<file path="src/rtl/micframe_pkg.sv">
// rtl/micframe_pkg.sv - shared types and constants for the mic frame sequencer
// Optional feature macro: MICFRAME_CHECKSUM_EN (adds the CKSUM state).
package micframe_pkg;

    localparam logic [7:0]  SYNC_BYTE_DEFAULT = 8'hA5;
    localparam logic [15:0] UNDERRUN_MAX      = 16'hFFFF;
    localparam int          NUM_MICS_DEFAULT  = 25;

    // Index width for a mic counter; never narrower than one bit.
    function automatic int mic_idx_w(input int n);
        return (n < 2) ? 1 : $clog2(n);
    endfunction

    localparam int MIC_IDX_W = mic_idx_w(NUM_MICS_DEFAULT);

    typedef enum logic [2:0] {
        ST_IDLE   = 3'd0,
        ST_SYNC   = 3'd1,
        ST_SEQ    = 3'd2,
        ST_SAMPLE = 3'd3,
`ifdef MICFRAME_CHECKSUM_EN
        ST_CKSUM  = 3'd4,
`endif
        ST_DONE   = 3'd5
    } state_t;

endpackage

</file>
<file path="src/rtl/sync_edge.sv">
// rtl/sync_edge.sv - 2-FF synchronizer with rise/fall edge pulses
// Ports: clk, reset_n (async, active low), din (asynchronous level),
//        rise/fall (one-cycle pulses on the synchronized value).
// RESET_VAL sets the idle level the flops assume during reset so that
// leaving reset does not fabricate an edge.
module sync_edge #(
    parameter logic RESET_VAL = 1'b0
) (
    input  logic clk,
    input  logic reset_n,
    input  logic din,
    output logic rise,
    output logic fall
);

    logic meta_q;
    logic sync_q;
    logic prev_q;

    always_ff @(posedge clk or negedge reset_n) begin
        if (!reset_n) begin
            meta_q <= RESET_VAL;
            sync_q <= RESET_VAL;
            prev_q <= RESET_VAL;
        end else begin
            meta_q <= din;
            sync_q <= meta_q;
            prev_q <= sync_q;
        end
    end

    assign rise = sync_q & ~prev_q;
    assign fall = ~sync_q & prev_q;

endmodule

</file>
<file path="src/rtl/mic_frame_sequencer.sv">
// rtl/mic_frame_sequencer.sv - drains per-mic FIFOs into framed SPI bytes
// Ports: clk, reset_n (async, active low); ssel, data_needed (async SPI-side
//        strobes); data_to_send (byte to spi_slave); fifo_rdreq/fifo_rdempty/
//        fifo_q (show-ahead FIFO read side); frame_active, frame_seq,
//        underrun_count (status).
// Optional feature macro: MICFRAME_CHECKSUM_EN appends an XOR checksum byte.
module mic_frame_sequencer
    import micframe_pkg::*;
#(
    parameter int         NUM_MICS  = 25,
    parameter int         BIT_WIDTH = 8,
    parameter logic [7:0] SYNC_BYTE = SYNC_BYTE_DEFAULT
) (
    input  logic                          clk,
    input  logic                          reset_n,
    input  logic                          ssel,
    input  logic                          data_needed,
    output logic [7:0]                    data_to_send,
    output logic [NUM_MICS-1:0]           fifo_rdreq,
    input  logic [NUM_MICS-1:0]           fifo_rdempty,
    input  logic [NUM_MICS*BIT_WIDTH-1:0] fifo_q,
    output logic                          frame_active,
    output logic [7:0]                    frame_seq,
    output logic [15:0]                   underrun_count
);

    localparam int IDX_W = mic_idx_w(NUM_MICS);

    state_t           state;
    logic [IDX_W-1:0] idx;
    logic             ssel_rise;
    logic             ssel_fall;
    logic             dn_rise;
    logic [7:0]       sample_byte;
    logic             sample_empty;
    logic             last_mic;
`ifdef MICFRAME_CHECKSUM_EN
    logic [7:0]       cksum;
`endif

    sync_edge #(.RESET_VAL(1'b1)) u_ssel_sync (
        .clk     (clk),
        .reset_n (reset_n),
        .din     (ssel),
        .rise    (ssel_rise),
        .fall    (ssel_fall)
    );

    sync_edge #(.RESET_VAL(1'b0)) u_dn_sync (
        .clk     (clk),
        .reset_n (reset_n),
        .din     (data_needed),
        .rise    (dn_rise),
        .fall    ()
    );

    // Show-ahead head of the current mic, zero-extended to a byte; it is
    // captured in the same cycle its pop is issued.
    always_comb begin
        sample_byte                  = '0;
        sample_byte[BIT_WIDTH-1:0]   = fifo_q[idx*BIT_WIDTH +: BIT_WIDTH];
        sample_empty                 = fifo_rdempty[idx];
        last_mic                     = (idx == IDX_W'(NUM_MICS - 1));
    end

    always_ff @(posedge clk or negedge reset_n) begin
        if (!reset_n) begin
            state          <= ST_IDLE;
            idx            <= '0;
            data_to_send   <= 8'h00;
            fifo_rdreq     <= '0;
            frame_active   <= 1'b0;
            frame_seq      <= 8'h00;
            underrun_count <= 16'h0000;
`ifdef MICFRAME_CHECKSUM_EN
            cksum          <= 8'h00;
`endif
        end else begin
            fifo_rdreq <= '0;
            if (state == ST_IDLE) begin
                if (ssel_fall) begin
                    data_to_send <= SYNC_BYTE;
                    frame_active <= 1'b1;
                    idx          <= '0;
                    state        <= ST_SYNC;
                end
            end else if (ssel_rise) begin
                // ssel edge wins over a coincident data_needed edge; only a
                // frame that reached DONE advances the sequence number.
                if (state == ST_DONE) begin
                    frame_seq <= frame_seq + 8'd1;
                end
                frame_active <= 1'b0;
                state        <= ST_IDLE;
            end else if (dn_rise) begin
                case (state)
                    ST_SYNC: begin
                        data_to_send <= frame_seq;
`ifdef MICFRAME_CHECKSUM_EN
                        cksum        <= frame_seq;
`endif
                        state        <= ST_SEQ;
                    end
                    ST_SEQ, ST_SAMPLE: begin
                        if (!sample_empty) begin
                            data_to_send <= sample_byte;
                            fifo_rdreq   <= NUM_MICS'(1) << idx;
`ifdef MICFRAME_CHECKSUM_EN
                            cksum        <= cksum ^ sample_byte;
`endif
                        end else begin
                            data_to_send <= 8'h00;
                            if (underrun_count != UNDERRUN_MAX) begin
                                underrun_count <= underrun_count + 16'd1;
                            end
                        end
                        if (last_mic) begin
`ifdef MICFRAME_CHECKSUM_EN
                            state <= ST_CKSUM;
`else
                            state <= ST_DONE;
`endif
                        end else begin
                            idx   <= idx + IDX_W'(1);
                            state <= ST_SAMPLE;
                        end
                    end
`ifdef MICFRAME_CHECKSUM_EN
                    ST_CKSUM: begin
                        data_to_send <= cksum;
                        state        <= ST_DONE;
                    end
`endif
                    default: begin
                        data_to_send <= 8'h00;
                    end
                endcase
            end
        end
    end

endmodule

</file>
<file path="config.mk">
export PLATFORM = sky130hd
export DESIGN_NAME = mic_frame_sequencer
export DESIGN_NICKNAME = d
export VERILOG_FILES = /design/src/rtl/micframe_pkg.sv /design/src/rtl/sync_edge.sv /design/src/rtl/mic_frame_sequencer.sv
export SDC_FILE = /design/constraint.sdc
export NUM_CORES = 1
export LEC_CHECK = 0
export CELL_PAD_IN_SITES_DETAIL_PLACEMENT = 0
export CELL_PAD_IN_SITES_GLOBAL_PLACEMENT = 1
export CORE_MARGIN = 4
export CORE_UTILIZATION = 28
export DETAILED_ROUTE_END_ITERATION = 8
export PLACE_DENSITY_LB_ADDON = 0.1
export SYNTH_ARGS = -nofsm -noshare
export SYNTH_HDL_FRONTEND = slang
export SYNTH_SLANG_ARGS = --single-unit
</file>
<file path="constraint.sdc">
create_clock -name clk -period 3 [get_ports clk]
set_input_delay 0.45 -clock clk [delete_from_list [all_inputs] [get_ports clk]]
set_output_delay 0.45 -clock clk [all_outputs]
set_load 0.01 [all_outputs]
</file>
-- Word-level counts from Yosys, hierarchy flattened
Index checks and enable logic that the tools add are counted.
- bits in registers: 72
- input port bits: 229
- output and inout port bits: 58
- word-level logic and storage cells: 77
- add/sub/neg operators: 3
- $lt $le $gt $ge: 1
- equality and inequality tests: 9
- shift operators: 2
- multiplexer cells: 28
- bitwise logic cells: 8
- reduce and logical (&&, ||, !) cells: 13
- operators with widths (kind ; count):
    $shiftx A200 B9 Y8 ; 1
    $mux W25 ; 5
    $mux W8 ; 5
    $mux W5 ; 6
    $shl A1 B5 Y25 const A ; 1
    $add A16 B1 Y16 const B ; 1
    $ne A16 B16 Y1 const B ; 1
    $pmux W8 S2 ; 1
    $mux W3 ; 5
    $reduce_and A3 Y1 ; 3
    $add A8 B1 Y8 const B ; 1
    $eq A3 B2 Y1 const B ; 2
    $lt A5 B6 Y1 const B ; 1
    $pmux W3 S2 ; 1
    $reduce_and A6 Y1 ; 1
    $reduce_bool A2 Y1 ; 3
    $add A5 B1 Y5 const B ; 1
    $bmux W1 S5 ; 1
    $eq A5 B5 Y1 const B ; 1
    $not A1 Y1 ; 5
    $reduce_and A5 Y1 ; 1
    $mux W1 ; 4
    $ne A2 B1 Y1 const B ; 2
    $reduce_bool A4 Y1 ; 1
    other kinds (8) ; 10

-- Logic depth before layout (Yosys ltp)
Gate-level depths: netlist of the first run.
- depth in word-level cells: 7
- gate-level depth with buffers: 12
- mapped depth without buffers: 7

-- By module
From an unflattened synthesis of the first run, not the netlist that was laid out.
- cells, all modules: 421
- area total of the unflattened synthesis: 4829.6 µm²
- by module, submodules not included (module ; instances ; cells each ; area an instance (µm²) ; seq. area each (µm²)):
    mic_frame_sequencer ; 1 ; 411 ; 4645.7 ; 1651.6
    sync_edge (u_ssel_sync) ; 1 ; 5 ; 93.8 ; 78.8
    sync_edge (u_dn_sync) ; 1 ; 5 ; 90.1 ; 75.1

-- Least setup slack after synthesis of the first run
OpenSTA, ideal clock, no wires.
- path kind: register to register
- start: reg idx[0]
- end: reg idx[4]
- library setup time: 0.123 ns
- data arrival time: 2.591 ns
- required time: 2.877 ns
- setup slack: 0.286 ns
- stages on the path, launching flop included: 13
- buffers on the path: 5
- period minus slack after synthesis: 2.714 ns
- cells stage by stage: dfrtp_1 -> buf_6 -> buf_2 -> buf_4 -> buf_4 -> buf_2 -> inv_1 -> ha_1 -> and4_1 -> nor3_1 -> nand4_1 -> xnor2_1 -> nor2_1
- cells in the longest elaborated chain, start to end: 6
- elaborated cells on any way between the ends: 9
- classes of those cells: add/sub (1); eq/ne (2); mux (5); reduce/logical (1)
- ends and longest elaborated chain (item ; line ; RTL):
    start: declaration ; mic_frame_sequencer.sv:30 ; logic [IDX_W-1:0] idx;
    start signal: assignment ; mic_frame_sequencer.sv:124 ; idx <= idx + IDX_W'(1);
    $add A5 B1 Y5 ; mic_frame_sequencer.sv:124 ;
    $mux W5 ; mic_frame_sequencer.sv:117 ; if (last_mic) begin
    $mux W5 ; mic_frame_sequencer.sv:96 ; case (state)
    $mux W5 ; mic_frame_sequencer.sv:95 ; end else if (dn_rise) begin
    $mux W5 ; mic_frame_sequencer.sv:87 ; end else if (ssel_rise) begin
    $mux W5 ; mic_frame_sequencer.sv:80 ; if (state == ST_IDLE) begin
Parallel ways exist; a longest one is shown, timed or not. The select of a mux whose other input is x is not followed.
A chain may end at the register's enable or synchronous reset.

-- Final worst setup path of the first run
- start: reg idx[0]
- end: reg data_to_send[3]
- cells in the longest elaborated chain, start to end: 7
- elaborated cells on any way between the ends: 8
- classes of those cells: shift (1); mux (7)
- ends and longest elaborated chain (item ; line ; RTL):
    branches (longest 2 deep; another with $shiftx A200 B9 Y8) ; - ;
    $mux W8 (*) ; mic_frame_sequencer.sv:105 ; if (!sample_empty) begin
    $pmux W8 S2 (*) ; mic_frame_sequencer.sv:96 ;
    $mux W8 (*) ; mic_frame_sequencer.sv:95 ;
    $mux W8 (*) ; mic_frame_sequencer.sv:87 ;
    $mux W8 (*) ; mic_frame_sequencer.sv:80 ;
    end signal: assignment ; mic_frame_sequencer.sv:98 ; data_to_send <= frame_seq;
    end signal: assignment ; mic_frame_sequencer.sv:106 ; data_to_send <= sample_byte;
    end: declaration ; mic_frame_sequencer.sv:18 ; output logic [7:0] data_to_send,
Every way passes the cells marked *. The select of a mux whose other input is x is not followed.

==> flow_summary.toml, run 1 <==
[power_and_ir_drop]
ir_drop_mv = 0.312
pwr-share-comb = 0.494
intPower_mw = 2.93
power_switching_mw = 1.52
p_leak_nw = 3.31
clock_power_share = 0.238
power_density_mw_per_mm2 = 530
seq_power_share = 0.267
p_sw_frac = 0.343

[outcome]
outcome = "completed"

[grt]
first_global_vias = 5355
grt_max_degree = 43
grt_usage = 0.200
grt_util_met3 = 0.0566
use_met2 = 0.364
overflow = 0
antenna_found_initial = 2
met1_usage = 0.225
busiest_layer = "met2"
grt_pass1_wl_mm = 30.4

[logic_synthesis]
syn-cell-area_sq_mm = 0.00493
synthCells = 440
synth-seq-cells = 72
ys_warn_count = 0
synth_area_per_cell_sq_um = 11.2
synthFlopType = "dfrtp_1"
synth-edff-count = 0
synth_cell_type_count = 47
syn_nets = 677
ys_seq_area_frac = 0.367
synthArstFlopShare = 1.00

[sta]
min_period_ns = 2.77
fin_ws_ns = 0.231
relSlewSlack = 0.396
report.final.setup_viol = 0
finalClockSkew_ns = 0.00621
rsz0062_at_grt = "no"
max_freq_ghz = 0.361
final_max_slew_viol_count = 0
finalHoldViolCount = 0
finalCritPeriodShare = 0.923
tns_ns = 0
worst_pin_slew_ns = 0.906

[worst_setup_path]
critPathKind = "flop to flop"
critPathCaptureType = "flop"
critPathLaunch = "idx[0]$_DFFE_PN0P_"
required_ns = 3.27
arrival_ns = 3.04
crit_fanout = 10
r2r_start = "idx[0]$_DFFE_PN0P_"
startpoint_type = "flop"

[placed_design]
pre_cts_ws_ns = -0.0265
gp_congestion = 0.841
io_buffer_count = 286
dpl.hpwl_mm = 17.1

[route]
drc = 0
vias = 4835
drt-initial-drc-count = 200
antenna_left = 0
dr.pass1.iters = 4
wl_per_cell_um = 20.8
via_per_inst = 5.04
totalWireLength_mm = 19.9

[cts]
cts_hold_buf = 0
cts.sinks = 72
cts_max_level = 3
cts_resized = 0
clock-root-buffer = "clkbuf_16"
cts_buffers = 9
clockBufferDepth = 2
postCtsSetupRepairBufs = 0
clk_pin_slew_ns = 0.06
insertion_delay_ns = 0.33
tritoncts = "built"

[floorplan]
core_area_sq_mm = 0.0173
dieArea_sq_mm = 0.0198
initial_core_util = 0.285
die_w_um = 141
die_h_um = 141
io_pins = 287
rows = 48

[hold_path]
min_path_type = "input port to async pin"

[cells_and_area]
n_fill_cell = 1612
num-nets-final = 964
layout_common_cells = "clkdlybuf4s50_1 (285), dfrtp_1 (67), mux4_2 (46)"
area_growth_syn_to_layout_pct = 70.5
layout-drive-gt1-share = 0.133
layout_commonest_cell = "clkdlybuf4s50_1"

[flow_run]
cap_violations = 0
## worst max-delay path, cell delays in order (launching register included)
cell and delay [ns]:
dfrtp_4 0.51, buf_4 0.19, mux4_2 0.51, nand2_1 0.10
o211ai_1 0.12, a221o_2 0.51, buf_4 0.18, a2111oi_0 0.40
a221o_1 0.18
## registers in the layout, indices dropped and copies added, names as in the netlist, 3 cells and up
| name | count |
|---|---|
| fifo_rdreq | 25 |
| underrun_count | 16 |
| data_to_send | 8 |
| frame_seq | 8 |
| idx | 5 |
| state | 3 |
## worst paths after layout
kind	slack [ns]	cells past startpoint	endpoint
max	0.23	8	data_to_send[3]$_DFFE_PN0P_
min	0.26	1	fifo_rdreq[6]$_DFF_PN0_
max reg2reg	0.23	8	data_to_send[3]$_DFFE_PN0P_
min reg2reg	0.35	0	u_dn_sync.sync_q$_DFF_PN0_
max in group asynchronous	1.99	2	u_ssel_sync.prev_q$_DFF_PN1_
min in group clk	0.35	0	u_dn_sync.sync_q$_DFF_PN0_
## synthesized netlist by cell type (11+ instances only)
cell type | instances | area [sq um]
nand2_1 | 45 | 169
nand3_1 | 11 | 55.1
nor2_1 | 20 | 75.1
xnor2_1 | 19 | 166
mux2i_1 | 21 | 210
and3_1 | 25 | 156
a21oi_1 | 20 | 100
nand4_1 | 11 | 68.8
mux4_2 | 46 | 1040
clkbuf_1 | 17 | 63.8
dfrtp_1 | 69 | 1730
## per-stage QoR
stage	hold WS (ns)	instance area, sq um	util	power (mW)	cells
floorplan	0.154	4930	-	2.58	440
global placement	0.338	8090	0.468	3.41	941
detailed placement	0.336	8090	0.468	3.44	941
CTS	0.275	8390	0.485	4.51	957
global route	0.339	8400	0.486	4.74	959
finish	0.256	8400	0.486	4.45	959
## power by group through the flow
stage               Sequential [mW]  Combinational [mW]  Clock [mW]
floorplan                      1.15                1.44           0
global placement               1.21                2.20           0
detailed placement             1.21                2.23           0
CTS                            1.19                2.23        1.09
global route                   1.20                2.40        1.13
finish                         1.19                2.20        1.06
## area by class of cell
cell class                 count  area [sq um]  area share
antenna                        2          5.00    0.000596
clock inverter                 6          70.1     0.00834
inverter                       6          22.5     0.00268
clock buffer                  10           229      0.0273
multi-input combinational    330          2950       0.351
timing repair buffer         308          3040       0.361
tap                          225           282      0.0335
sequential                    72          1810       0.216
## per-layer routing
layer  wire (um)  up-vias  part of all wire
met5           0        -                 0
met4         538        0             0.027
met3        1590       33             0.080
met2       10400      203              0.52
met1        7370     2323              0.37
li1            -     2276                 -
## kinds of logic (layout without fill, tap and decap cells)
kind of cell,Yosys count,in the layout,share of synthesized area
mux,73,73,0.267
xor+xnor,24,24,0.0427
compound gates,64,64,0.0935
simple gates,161,161,0.174
other cells,0,2,0
buf+inv,38,330,0.0361
fa+ha+maj,8,8,0.0203
flops,72,72,0.367
Note: power is estimated with default switching activity, not from simulation.
==> inputs of run 2 (changes only) <==
--- a/config.mk
+++ b/config.mk
@@ -8,7 +8,8 @@
 export CELL_PAD_IN_SITES_DETAIL_PLACEMENT = 0
 export CELL_PAD_IN_SITES_GLOBAL_PLACEMENT = 1
 export CORE_MARGIN = 4
-export CORE_UTILIZATION = 28
+export CORE_UTILIZATION = 26
+export CTS_BUF_LIST = sky130_fd_sc_hd__clkbuf_8
 export DETAILED_ROUTE_END_ITERATION = 8
 export PLACE_DENSITY_LB_ADDON = 0.1
 export SYNTH_ARGS = -nofsm -noshare
==> constraint.sdc (replaced) <==
create_clock -name clk -period 2.3 [get_ports clk]
set_input_delay 0.345 -clock clk [delete_from_list [all_inputs] [get_ports clk]]
set_output_delay 0.345 -clock clk [all_outputs]
set_load 0.01 [all_outputs]
==> run 2 against run 1 <==
The flow now finishes with violations (negative setup slack); core utilization barely moved; critical path type unchanged; sequential share of layout area shrank 1.6 points; largest cell class unchanged; combinational power is 75% higher; wire length grew 7.1%; first-iteration DRC count grew 13%.
==> flow_summary.toml, run 2 (synthesis gave the netlist of run 1 again) <==
[outcome]
outcome = "finished, violations left"
violations = "negative setup slack"

[power_and_ir_drop]
pwr-share-comb = 0.605
seq_power_share = 0.239
power_density_mw_per_mm2 = 702
intPower_mw = 4.10
p_leak_nw = 3.60
power_mw = 6.36
ir_drop_mv = 0.365
p_sw_frac = 0.356
power_switching_mw = 2.27
clock_power_share = 0.156

[cts]
clk_pin_slew_ns = 0.08
cts_buffers = 9
clock-root-buffer = "clkbuf_8"
cts_max_level = 3
cts.sinks = 72
insertion_delay_ns = 0.34
clockBufferDepth = 2
tritoncts = "built"

[placed_design]
numPlacedInstances = 983
pre_cts_ws_ns = -0.563
dpl.hpwl_mm = 18.2
placed_area_sq_mm = 0.00849
gp_congestion = 0.809
io_buffer_count = 286

[floorplan]
die_w_um = 146
io_pins = 287
rows = 50
core_area_sq_mm = 0.0186
initial_core_util = 0.264
die_h_um = 146
dieArea_sq_mm = 0.0212

[sta]
report.final.setup_viol = 40
finalCritPeriodShare = 1.11
finalHoldViolCount = 0
rsz0062_at_grt = "yes"
relSlewSlack = 0.599
finalClockSkew_ns = 0.0108
final_max_slew_viol_count = 0
worst_pin_slew_ns = 0.599
max_freq_ghz = 0.391
min_period_ns = 2.56
fin_ws_ns = -0.257

[route]
wl_per_cell_um = 21.1
drc = 0
drt-initial-drc-count = 225
antenna_left = 0
via_per_inst = 4.99
totalWireLength_mm = 21.4
vias = 5059
dr.pass1.iters = 4

[worst_setup_path]
cp_slowest_cell = "dfrtp_4"
crit_path_cell_trace = "mux2_4 > mux4_2 > and2_4 > a221o_2 > or4_1 > a21oi_2"
arrival_ns = 2.83
required_ns = 2.58
critPathTopFamily = "multiplexers"
path_buf_inv = 0
critPathCaptureType = "flop"
critPathKind = "flop to flop"
startpoint_type = "flop"
slowest_delay_ns = 0.54
crit_fanout = 6

[cells_and_area]
fin_area_sq_mm = 0.00906
area_growth_syn_to_layout_pct = 83.9
layout-drive-gt1-share = 0.235
top_regs = "fifo_rdreq (25), underrun_count (16)"
layout_commonest_cell = "clkdlybuf4s50_1"
largest_reg_flops = 25
fin_cells = 1013
num-nets-final = 1010
regMostFlops = "fifo_rdreq"
layout_common_cells = "clkdlybuf4s50_1 (285), dfrtp_1 (67), buf_4 (50)"
final_core_util = 0.486

[flow_run]
cap_violations = 0

[grt]
grt_pass1_wl_mm = 32.9
grt_usage = 0.199
grt_max_degree = 27
overflow = 0
first_global_vias = 5700
antenna_found_initial = 1

[hold_path]
min_path_type = "flop to flop"
==> run 2: cell types whose count changed in the layout (fill, tap and decap cells not counted), moves of 4 or more <==
cell / previous run / this run
buf_6: 0 / 9
a2111oi_0: 5 / 0
nor3_2: 0 / 4
a211oi_1: 8 / 0
a2111oi_4: 0 / 4
clkbuf_8: 0 / 9
clkbuf_16: 9 / 0
a211oi_2: 0 / 8
buf_4: 21 / 50
nor3_1: 9 / 4
==> run 2: path summary, 6_finish.rpt <==
| check | startpoint | end | slack (ns) | cells after the start |
|---|---|---|---|---|
| worst max-delay path | idx[0]$_DFFE_PN0P_ | data_to_send[7]$_DFFE_PN0P_ | -0.26 | 6 |
| worst min-delay path | u_dn_sync.meta_q$_DFF_PN0_ | u_dn_sync.sync_q$_DFF_PN0_ | 0.35 | 0 |
| worst max register to register | idx[0]$_DFFE_PN0P_ | data_to_send[7]$_DFFE_PN0P_ | -0.26 | 6 |
| worst min register to register | u_dn_sync.meta_q$_DFF_PN0_ | u_dn_sync.sync_q$_DFF_PN0_ | 0.35 | 0 |
| max in group asynchronous | reset_n | u_ssel_sync.prev_q$_DFF_PN1_ | 1.11 | 3 |
| min in group asynchronous | reset_n | underrun_count[1]$_DFFE_PN0P_ | 0.50 | 2 |
==> run 2: stage by stage <==
stage                     setup TNS, ns  hold slack, ns
after global routing              -9.24           0.368
after global placement           -13.33           0.323
after floorplan                  -0.154          0.0494
after detailed placement         -14.55           0.336
after CTS                         -5.13           0.355
final                             -4.71           0.353
==> run 2: worst reg2reg max path: cells and delay by family (launching register included) <==
kind | cells | cell delay [ns]
flops | 1 | 0.54
simple gates | 2 | 0.62
compound gates | 2 | 0.51
mux | 2 | 0.84
==> run 2: cell type report <==
cell class | count | area (sq um)
flip-flops and latches | 72 | 1810
inverters | 6 | 22.5
repair buffers | 353 | 3490
fillers | 1730 | 9580
diodes | 1 | 2.50
clock buffers | 9 | 124
clock inverters | 7 | 72.6
well taps | 234 | 293
multi-input cells | 331 | 3250
==> run 2: power by group through the flow <==
stage	logic [mW]	registers [mW]	clock network, mW
2_1_floorplan	2.08	1.49	0
3_3_place_gp	3.34	1.54	0
3_5_place_dp	3.36	1.54	0
4_1_cts	3.66	1.52	1.03
5_1_grt	4.15	1.54	1.07
6_report	3.85	1.52	0.990
==> run 2: timing repair <==
action | in CTS | in global routing
setup endpoints to repair | 40 | 49
setup buffers | 4 | 7
pin swaps | 8 | 17
hold buffers | 1 | 0
gates resized for setup | 21 | 35
cloned | 2 | 0
hold endpoints to repair | 17 | 0
==> run 2: metal layers <==
metal | GRT usage | wire, um
met5 | 0 | 0
met4 | 0.0594 | 430
met3 | 0.0517 | 1360
met2 | 0.371 | 11600
met1 | 0.223 | 7990
==> inputs of run 3 (changes only) <==
--- a/config.mk
+++ b/config.mk
@@ -8,8 +8,7 @@
 export CELL_PAD_IN_SITES_DETAIL_PLACEMENT = 0
 export CELL_PAD_IN_SITES_GLOBAL_PLACEMENT = 1
 export CORE_MARGIN = 4
-export CORE_UTILIZATION = 26
-export CTS_BUF_LIST = sky130_fd_sc_hd__clkbuf_8
+export CORE_UTILIZATION = 25
 export DETAILED_ROUTE_END_ITERATION = 8
 export PLACE_DENSITY_LB_ADDON = 0.1
 export SYNTH_ARGS = -nofsm -noshare
==> run 3 against run 2 <==
The run still ends with negative setup slack left; final area up 0.40%; non-clock buffer count down 16; sequential power about the same; core utilization down 1.7 points; via count down 0.69%; die area up 3.8%; clock skew about the same; wire length up 2.7%; largest cell class unchanged.
==> flow_summary.toml, run 3 (synthesis gave the netlist of run 1 again) <==
[cts]
cts_max_level = 3
clock-root-buffer = "clkbuf_16"
cts_hold_buf = 0
cts_buffers = 9
tritoncts = "built"
clockBufferDepth = 2
clk_pin_slew_ns = 0.06
insertion_delay_ns = 0.33
cts.sinks = 72

[cells_and_area]
top_regs = "fifo_rdreq (25), underrun_count (16)"
regMostFlops = "fifo_rdreq"
layout-drive-gt1-share = 0.220
final_core_util = 0.469
layout_common_cells = "clkdlybuf4s50_1 (285), dfrtp_1 (67), mux4_2 (46)"
largest_reg_flops = 25
num-nets-final = 994
n_fill_cell = 1806
fin_area_sq_mm = 0.00910
area_growth_syn_to_layout_pct = 84.7
layout_commonest_cell = "clkdlybuf4s50_1"

[flow_run]
cap_violations = 0

[floorplan]
die_h_um = 148
rows = 51
io_pins = 287
initial_core_util = 0.254
core_area_sq_mm = 0.0194
dieArea_sq_mm = 0.0220
die_w_um = 148

[route]
vias = 5024
totalWireLength_mm = 21.9
antenna_left = 0
wl_per_cell_um = 21.3
dr.pass1.iters = 5
drt-initial-drc-count = 182
drc = 0
via_per_inst = 4.89

[grt]
grt_pass1_wl_mm = 33.5
grt_max_degree = 73
met1_usage = 0.221
first_global_vias = 5718
antenna_found_initial = 1
grt_usage = 0.200
overflow = 0
grt_util_met3 = 0.0527
use_met2 = 0.376
busiest_layer = "met2"

[power_and_ir_drop]
power_density_mw_per_mm2 = 742
p_leak_nw = 3.58
ir_drop_mv = 0.415
power_mw = 6.75

[placed_design]
pre_cts_ws_ns = -0.530
io_buffer_count = 286
dpl.hpwl_mm = 18.4
gp_congestion = 0.809
placed_area_sq_mm = 0.00842

[sta]
min_period_ns = 2.55
final_max_slew_viol_count = 0
finalHoldViolCount = 0
finalClockSkew_ns = 0.0104
tns_ns = -4.77
report.final.setup_viol = 40
worst_pin_slew_ns = 0.602
max_freq_ghz = 0.392
finalCritPeriodShare = 1.11
relSlewSlack = 0.597
fin_ws_ns = -0.252
rsz0062_at_grt = "yes"

[worst_setup_path]
critPathCaptureType = "flop"
startpoint_type = "flop"
required_ns = 2.56
critPathKind = "flop to flop"
crit_path_cell_trace = "buf_6 > mux4_2 > nand2_1 > o211ai_1 > a221o_2 > or4_1 > a21oi_2"
slowest_delay_ns = 0.53
crit_fanout = 7
arrival_ns = 2.81
cp_slowest_cell = "a221o_2"

[outcome]
violations = "negative setup slack"
outcome = "finished, violations left"

[hold_path]
min_path_type = "input port to async pin"
[run 3: metal layers]
metal,vias to the layer above,share of wire
li1,2336,-
met1,2437,0.36
met2,221,0.53
met3,30,0.077
met4,0,0.023
met5,-,0
[run 3: through the flow]
stage / cells / hold WS (ns)
after floorplan: 440 / 0.0494
after global placement: 1003 / 0.348
after detailed placement: 1003 / 0.343
after CTS: 1024 / 0.0488
after global routing: 1028 / 0.0660
final: 1028 / 0.0224
[run 3: layout make-up]
type,instances,area [sq um],area share
Inverter,6,22.5,0.00248
Clock buffer,10,229,0.0252
Multi-Input combinational cell,331,3260,0.359
Sequential cell,72,1810,0.199
Clock inverter,6,92.6,0.0102
Timing Repair Buffer,337,3340,0.368
Antenna cell,1,2.50,0.000275
Tap cell,265,332,0.0365
[run 3: power by group]
group / switching (mW) / internal [mW] / total [mW] / leakage, nW
sequential: 0.147 / 1.38 / 1.53 / 0.961
combinational: 1.65 / 2.07 / 3.72 / 2.46
clock: 0.549 / 0.956 / 1.51 / 0.149
[run 3: what timing repair did]
action	4_1_cts	5_1_grt
gates resized for setup	20	40
gates cloned	2	1
buffers inserted	3	4
endpoints found under the setup margin	40	54
pin swaps	2	15
[run 3: critical path, delay by kind of cell, from the launching register on]
| kind | cells | cell delay [ns] |
|---|---|---|
| compound gates | 3 | 0.85 |
| simple gates | 2 | 0.52 |
| mux | 1 | 0.51 |
| flops | 1 | 0.48 |
| buf+inv | 1 | 0.13 |
[run 3: final timing paths]
path	start	endpoint	slack, ns	cells past startpoint
hold / removal	reset_n	fifo_rdreq[12]$_DFF_PN0_	0.02	2
min in group clk	u_dn_sync.meta_q$_DFF_PN0_	u_dn_sync.sync_q$_DFF_PN0_	0.36	0
setup / recovery	idx[0]$_DFFE_PN0P_	data_to_send[0]$_DFFE_PN0P_	-0.25	7
setup reg to reg	idx[0]$_DFFE_PN0P_	data_to_send[0]$_DFFE_PN0P_	-0.25	7
hold reg to reg	u_dn_sync.meta_q$_DFF_PN0_	u_dn_sync.sync_q$_DFF_PN0_	0.36	0
max in group asynchronous	reset_n	u_ssel_sync.meta_q$_DFF_PN1_	1.90	2
